--- src/rtl/iopmp_reg_if.sv ---
// Bus-side front end of the IOPMP control port: decodes TL-UL-lite A-channel
// requests into register write strobes and returns handler q values on D.
module iopmp_reg_if #(
  parameter int unsigned AddrWidth   = 12,
  parameter int unsigned DataWidth   = 32,
  parameter int unsigned NumRegs     = 16,
  parameter int unsigned SourceWidth = 8,
  parameter logic [NumRegs-1:0] RoMask = '0
) (
  input  logic                           clk,
  input  logic                           rst,
  input  logic                           a_valid,
  output logic                           a_ready,
  input  logic [2:0]                     a_opcode,
  input  logic [AddrWidth-1:0]           a_address,
  input  logic [DataWidth/8-1:0]         a_mask,
  input  logic [DataWidth-1:0]           a_data,
  input  logic [SourceWidth-1:0]         a_source,
  output logic                           d_valid,
  input  logic                           d_ready,
  output logic [2:0]                     d_opcode,
  output logic [DataWidth-1:0]           d_data,
  output logic                           d_error,
  output logic [SourceWidth-1:0]         d_source,
  output logic [NumRegs-1:0]             reg_we,
  output logic [DataWidth-1:0]           reg_data,
  input  logic [NumRegs*DataWidth-1:0]   reg_q
);

  localparam int unsigned IW = (NumRegs > 1) ? $clog2(NumRegs) : 1;

  localparam logic [2:0] OpPutFull    = 3'd0;
  localparam logic [2:0] OpPutPartial = 3'd1;
  localparam logic [2:0] OpGet        = 3'd4;
  localparam logic [2:0] OpAck        = 3'd0;
  localparam logic [2:0] OpAckData    = 3'd1;

  typedef enum logic {IDLE, RESP} state_t;

  state_t               state;
  logic [IW-1:0]        idx_c;
  logic                 is_get_c;
  logic                 is_put_c;
  logic                 err_c;
  logic [DataWidth-1:0] rdata_c;

  assign idx_c   = a_address[2 +: IW];
  assign a_ready = (state == IDLE);

  // Request decode: error classification and read-data mux
  always_comb begin
    is_get_c = (a_opcode == OpGet);
    is_put_c = (a_opcode == OpPutFull) || (a_opcode == OpPutPartial);
    err_c    = (a_address[1:0] != 2'b00)
            || ((a_address >> (2 + IW)) != '0)
            || (32'(idx_c) >= NumRegs)
            || !(is_get_c || is_put_c)
            || (is_put_c && (a_mask != '1));
    rdata_c  = '0;
    for (int i = 0; i < NumRegs; i++) begin
      if (idx_c == IW'(i)) rdata_c = reg_q[i*DataWidth +: DataWidth];
    end
  end

  // Single-outstanding FSM; response and strobe captured on accept
  always_ff @(posedge clk) begin
    if (rst) begin
      state    <= IDLE;
      d_valid  <= 1'b0;
      d_opcode <= '0;
      d_data   <= '0;
      d_error  <= 1'b0;
      d_source <= '0;
      reg_we   <= '0;
      reg_data <= '0;
    end else begin
      reg_we <= '0;
      case (state)
        IDLE: begin
          if (a_valid) begin
            state    <= RESP;
            d_valid  <= 1'b1;
            d_source <= a_source;
            d_error  <= err_c;
            d_opcode <= is_get_c ? OpAckData : OpAck;
            d_data   <= (is_get_c && !err_c) ? rdata_c : '0;
            // Read-only registers silently absorb the write but still ack cleanly
            if (is_put_c && !err_c && !RoMask[idx_c]) begin
              reg_we   <= NumRegs'(1) << idx_c;
              reg_data <= a_data;
            end
          end
        end
        RESP: begin
          if (d_ready) begin
            state   <= IDLE;
            d_valid <= 1'b0;
          end
        end
        default: state <= IDLE;
      endcase
    end
  end

endmodule

--- config.mk ---
export PLATFORM = sky130hd
export DESIGN_NAME = iopmp_reg_if
export DESIGN_NICKNAME = d
export VERILOG_FILES = /design/src/rtl/iopmp_reg_if.sv
export SDC_FILE = /design/constraint.sdc
export NUM_CORES = 1
export LEC_CHECK = 0
export CAP_MARGIN = 20
export CORE_AREA = 2 2 261 263
export CTS_CLUSTER_DIAMETER = 30
export DETAILED_ROUTE_END_ITERATION = 8
export DIE_AREA = 0 0 263 265
export PLACE_DENSITY = 0.48
export SETUP_SLACK_MARGIN = 0.2
export SLEW_MARGIN = 20
export SYNTH_ARGS = -nofsm -noshare
export SYNTH_HDL_FRONTEND = slang
export SYNTH_SLANG_ARGS = --single-unit
--- constraint.sdc ---
create_clock -name clk -period 3.6 [get_ports clk]
set_input_delay 0.36 -clock clk [delete_from_list [all_inputs] [get_ports clk]]
set_output_delay 0.36 -clock clk [all_outputs]
set_load 0.005 [all_outputs]
# Word-level counts from Yosys, hierarchy flattened
# Memories as Yosys holds them, arrays and structs flattened.
# Index checks and enable logic that the tools add are counted.
[word_totals]
wordCells = 79
mem_bits_ro = 16
n_memories = 1
ff_bits = 94
[memory_table]
columns = ["name", "depth", "width", "read_ports", "rd_clocked_by_memory_dff", "write_ports", "line_no", "text"]
rows = [
  ["(name not given)", 16, 1, 1, 0, 0, "88", "if (is_put_c && !err_c && !RoMask[idx_c]) begin"],
]
[classes]
n_reduce_logical = 20
shift = 1
n_mux = 25
n_eq_ne = 20
bitwise_logic = 3
n_lt_le_gt_ge = 1
[ops]
columns = ["cell", "n"]
rows = [
  ["$mux W32", 17],
  ["$eq A4 B4 Y1 const B", 8],
  ["$eq A4 B3 Y1 const B", 4],
  ["$shl A1 B4 Y16 const A", 1],
  ["$reduce_bool A12 Y1", 1],
  ["$eq A4 B2 Y1 const B", 2],
  ["$mux W1", 6],
  ["$logic_or A1 B1 Y1", 5],
  ["$lt A4 B5 Y1 const B", 1],
  ["$eq A4 B1 Y1 const B", 1],
  ["$logic_and A1 B1 Y1", 4],
  ["$logic_not A4 Y1", 1],
  ["$ne A2 B2 Y1 const B", 2],
  ["$ne A4 B4 Y1 const B", 1],
  ["$pmux W1 S2", 2],
  ["$reduce_and A2 Y1", 2],
  ["$reduce_or A4 Y1", 1],
  ["$eq A3 B1 Y1 const B", 1],
  ["$eq A3 B3 Y1 const B", 1],
  ["$logic_not A1 Y1", 3],
  ["$logic_not A3 Y1", 1],
  ["$not A1 Y1", 3],
  ["$reduce_and A3 Y1", 1],
  ["$reduce_bool A2 Y1", 1],
]

# Logic depth before layout (Yosys ltp)
[logic_depth]
ltp_word = 18
ltp_mapped = 9

# Worst setup path before layout
# Ideal clock, no wire load.
[synth_timing]
kind = "input to register"
start = "in a_address[3]"
end = "reg d_data[30]"
t_arrival_ps = 1817
path_buffers = 4
stages = 9
slack_ps = 1656
cell_sequence = "buf_2 buf_2 buf_2 clkbuf_1 mux4_2 nand2_1 o311ai_0 nand4_1 nand3_1"
[synth_between]
elab_chain_len = 18
elab_cells_between_ends = 33
classes_between = "eq/ne: 15; mux: 17; reduce/logical: 1"
[synth_rtl]
columns = ["element", "line_no", "text"]
rows = [
  ["start: declaration", "15", "input logic [AddrWidth-1:0] a_address,"],
  ["$logic_not A4 Y1", "61", "if (idx_c == IW'(i)) rdata_c = reg_q[i*DataWidth +: DataWidth];"],
  ["$mux W32 (15 in series)", "61", ""],
  ["$mux W32 *", "61", ""],
  ["$mux W32 *", "86", "d_data <= (is_get_c && !err_c) ? rdata_c : '0;"],
  ["end signal: assignment", "86", ""],
  ["end: declaration", "22", "output logic [DataWidth-1:0] d_data,"],
]
# Every way passes the cells marked *; elsewhere a longest branch is shown, timed or not.
# A chain may end at the register's enable or synchronous reset.

# Worst setup path after layout
[layout_timing]
start = "in a_address[3]"
end = "reg d_data[16]"
# The elaborated chain is that of the path after synthesis.

==> metrics.md <==
| Metric | Value |
|---|---|
| Starting Density | `0.130` |
| Setup_tns | `0 ps` |
| Fmax | `380 MHz` |
| Number of top-level pins | `between 600 and 700` |
| Critical path class | `input port to register` |
| Max Cap Violations | `0` |
| CTS tree | `yes` |
| Largest area contributor in the netlist | `dfxtp_1` |
| Clock Path Buffers | `2` |
| Clk_lat worst skew | `390 ps` |
| Non-Filler Instances | `~2700` |
| Static Leak | `about 5.7 nW` |
| Crit path capture type | `register` |
| Pre-CTS WS | `approximately 500 ps` |
| Vias | `approximately 12000` |
| # setup viols final | `0` |
| Starting DRT DRC Count | `roughly 870` |
| First drt pass iteration count | `6` |
| Sequential area share after synthesis | `0.212` |
| Clock sinks | `between 90 and 100` |
| RD Place Congestion | `approximately 0.94` |
| Dpl cells | `between 2000 and 3000` |
| Drt wl/cell | `between 20 and 30 µm` |
| GRT Total Usage | `0.187` |
| HPWL after detailed placement | `55.2 mm` |
| Final Hold Vio Count | `0` |
| CP max FO | `45` |
| EDFF count, synth | `0` |
| Antenna viol nets, final | `0` |
| Worst Path Arrival | `2860 ps` |
| First-pass GRT wire length | `around 94 mm` |
| Min-delay worst type | `input port to register` |
| Htree depth | `3` |
| Startpoint Class | `input port` |
| Vias in the first global route | `12600` |
| Post-CTS Hold Buffers | `0` |
| Max Slew Vio Count | `0` |
| Worst-path clk slew | `about 80 ps` |
| Core Region | `roughly 0.067 mm²` |
| Post-CTS setup buffers | `0` |
| Fin crit share | `0.730` |
| Post-synthesis async set-or-reset flop share | `0` |
| Synthesized flop and latch total | `92` |
| Synth top area cells | `dfxtp_1 (21%), a21oi_1 (8.6%), mux2i_1 (8.6%), nand2_1 (7.3%), mux2_2 (5.8%)` |
| RSZ-0062 raised after global routing | `no` |
| Outcome | `finished, final reports clean` |
| Yosys warns | `0` |
| Syn avg cell area | `7.31 µm²` |
| Worst-margin pin slew | `1080 ps` |
| Row Count | `95` |
| Post-synth top area share | `0.212` |
| Final Skew | `roughly 15 ps` |
| Die height | `265 µm` |
| Die Wd | `263 µm` |
| Commonest register cell after synthesis | `dfxtp_1` |
| Post-Syn Area | `a little under 0.009 mm²` |
| Cells after Synth | `about 1200` |
| Pwr dens | `between 200 and 250 mW/mm²` |
| Grt ovf | `0` |
| Maximum number of pins on one net before global-route repair | `74` |
| Netlist cell types | `around 60` |
| Via/cell ratio | `4.56` |
| Port bufs | `666` |
| Clk root buf | `clkbuf_16` |
| Highest ir drop seen on vdd | `~0.17 mV` |
| Layout Nets | `around 2400` |
| Post-layout min period | `2630 ps` |
| Antenna violations before repair | `13` |
| Synth-to-Final Area Change | `89.8%` |
| CTS Buf Count | `9` |
| Total power | `3.51 mW` |
| Final hold slack | `379 ps` |
| Die ar. | `approximately 0.070 mm²` |
| Cts repair resizes | `0` |
| Layout cells sized above 1 | `0.0869` |
| Worst Path Required | `between 3000 and 4000 ps` |
| Worst rel slew slack | `0.274` |
| Drt drc | `0` |
| Total wire length | `67.6 mm` |
| Final WS setup | `a little under 1000 ps` |
==> layout by cell type, fill, tap and decap left out, types with 9 or more instances in the layout <==
cell type / count
o221ai_1: 46
a21bo_2: 13
dfxtp_1: 92
nor2b_1: 21
o211ai_1: 13
clkbuf_16: 9
mux4_2: 11
inv_1: 9
a21oi_1: 150
o22ai_1: 40
a311oi_1: 9
buf_4: 41
nor2_1: 105
nor3_1: 13
o41ai_2: 9
a211oi_1: 23
o31ai_1: 13
clkdlybuf4s50_1: 661
a211o_1: 9
mux2_2: 45
a22o_1: 9
nand2_1: 168
o21ai_0: 70
nand2b_1: 29
mux2i_1: 75
==> power by group <==
part	total [mW]	switching (mW)	internal, mW
clock network	1.01	0.515	0.491
logic	1.48	0.650	0.828
registers	1.03	0.00472	1.03
==> final timing paths <==
path                                           startpoint                        end  slack [ps]  cells past startpoint
worst max register to register           state$_SDFF_PP0_    d_data[16]$_SDFFE_PP0P_        1380                      5
worst max-delay path                         a_address[3]    d_data[16]$_SDFFE_PP0P_         970                      7
worst min-delay path                                  rst       d_valid$_SDFFE_PP0P_         380                      2
worst min register to register  reg_data[19]$_SDFFE_PP0P_  reg_data[19]$_SDFFE_PP0P_         460                      2
==> synth_stat cells (13+ instances only) <==
| cell | number |
|---|---|
| dfxtp_1 | 92 |
| nand2_1 | 168 |
| o31ai_1 | 13 |
| o221ai_1 | 46 |
| mux2_2 | 45 |
| o211ai_1 | 13 |
| buf_2 | 37 |
| a21bo_2 | 13 |
| nor2_1 | 107 |
| o22ai_1 | 40 |
| nor2b_1 | 23 |
| buf_4 | 13 |
| clkbuf_1 | 70 |
| o21ai_0 | 70 |
| nor3_1 | 13 |
| mux2i_1 | 75 |
| a21oi_1 | 150 |
| a211oi_1 | 23 |
| nand2b_1 | 30 |
==> stage by stage <==
step | instance area (µm²) | utilization
floorplan | 8700 | -
global placement | 16200 | 0.243
detailed placement | 16200 | 0.243
CTS | 16500 | 0.247
global route | 16500 | 0.247
finish | 16500 | 0.247
==> routing by layer <==
metal	part of all wire	up-vias	track usage
li1	-	5606	-
met1	0.39	5819	0.215
met2	0.51	627	0.339
met3	0.074	78	0.0422
met4	0.028	12	0.0621
met5	0.0013	-	0
==> registers in the layout (all words and copies together) (netlist names) <==
signal and cells:
d_valid 1, reg_we 16, state 1, d_error 1
d_opcode 1, reg_data 32, d_source 8, d_data 32
==> logic make-up after synthesis <==
group | count (synthesis) | share of synthesized area
flip-flops | 92 | 0.212
AND/OR/NAND/NOR | 384 | 0.200
other | 1 | 0.000431
buffers and inverters | 139 | 0.0727
AO/OA/AOI/OAI | 443 | 0.342
multiplexers | 131 | 0.173
==> worst max-delay path, stage by stage <==
cell       delay, ps
clkbuf_8         340
inv_1            390
nand3_1          160
buf_4            330
o2111ai_1        260
a2111oi_0        780
a211oi_1         170
==> cell type report <==
cell class,count,area (µm²)
clock inverters,5,35.0
clock buffers,11,243
fillers,7328,50300
diodes,8,20.0
repair buffers,706,6990
well taps,873,1090
flip-flops and latches,92,1840
multi-input cells,960,6250
inverters,10,37.5
Power figures use the tool's default switching activity.
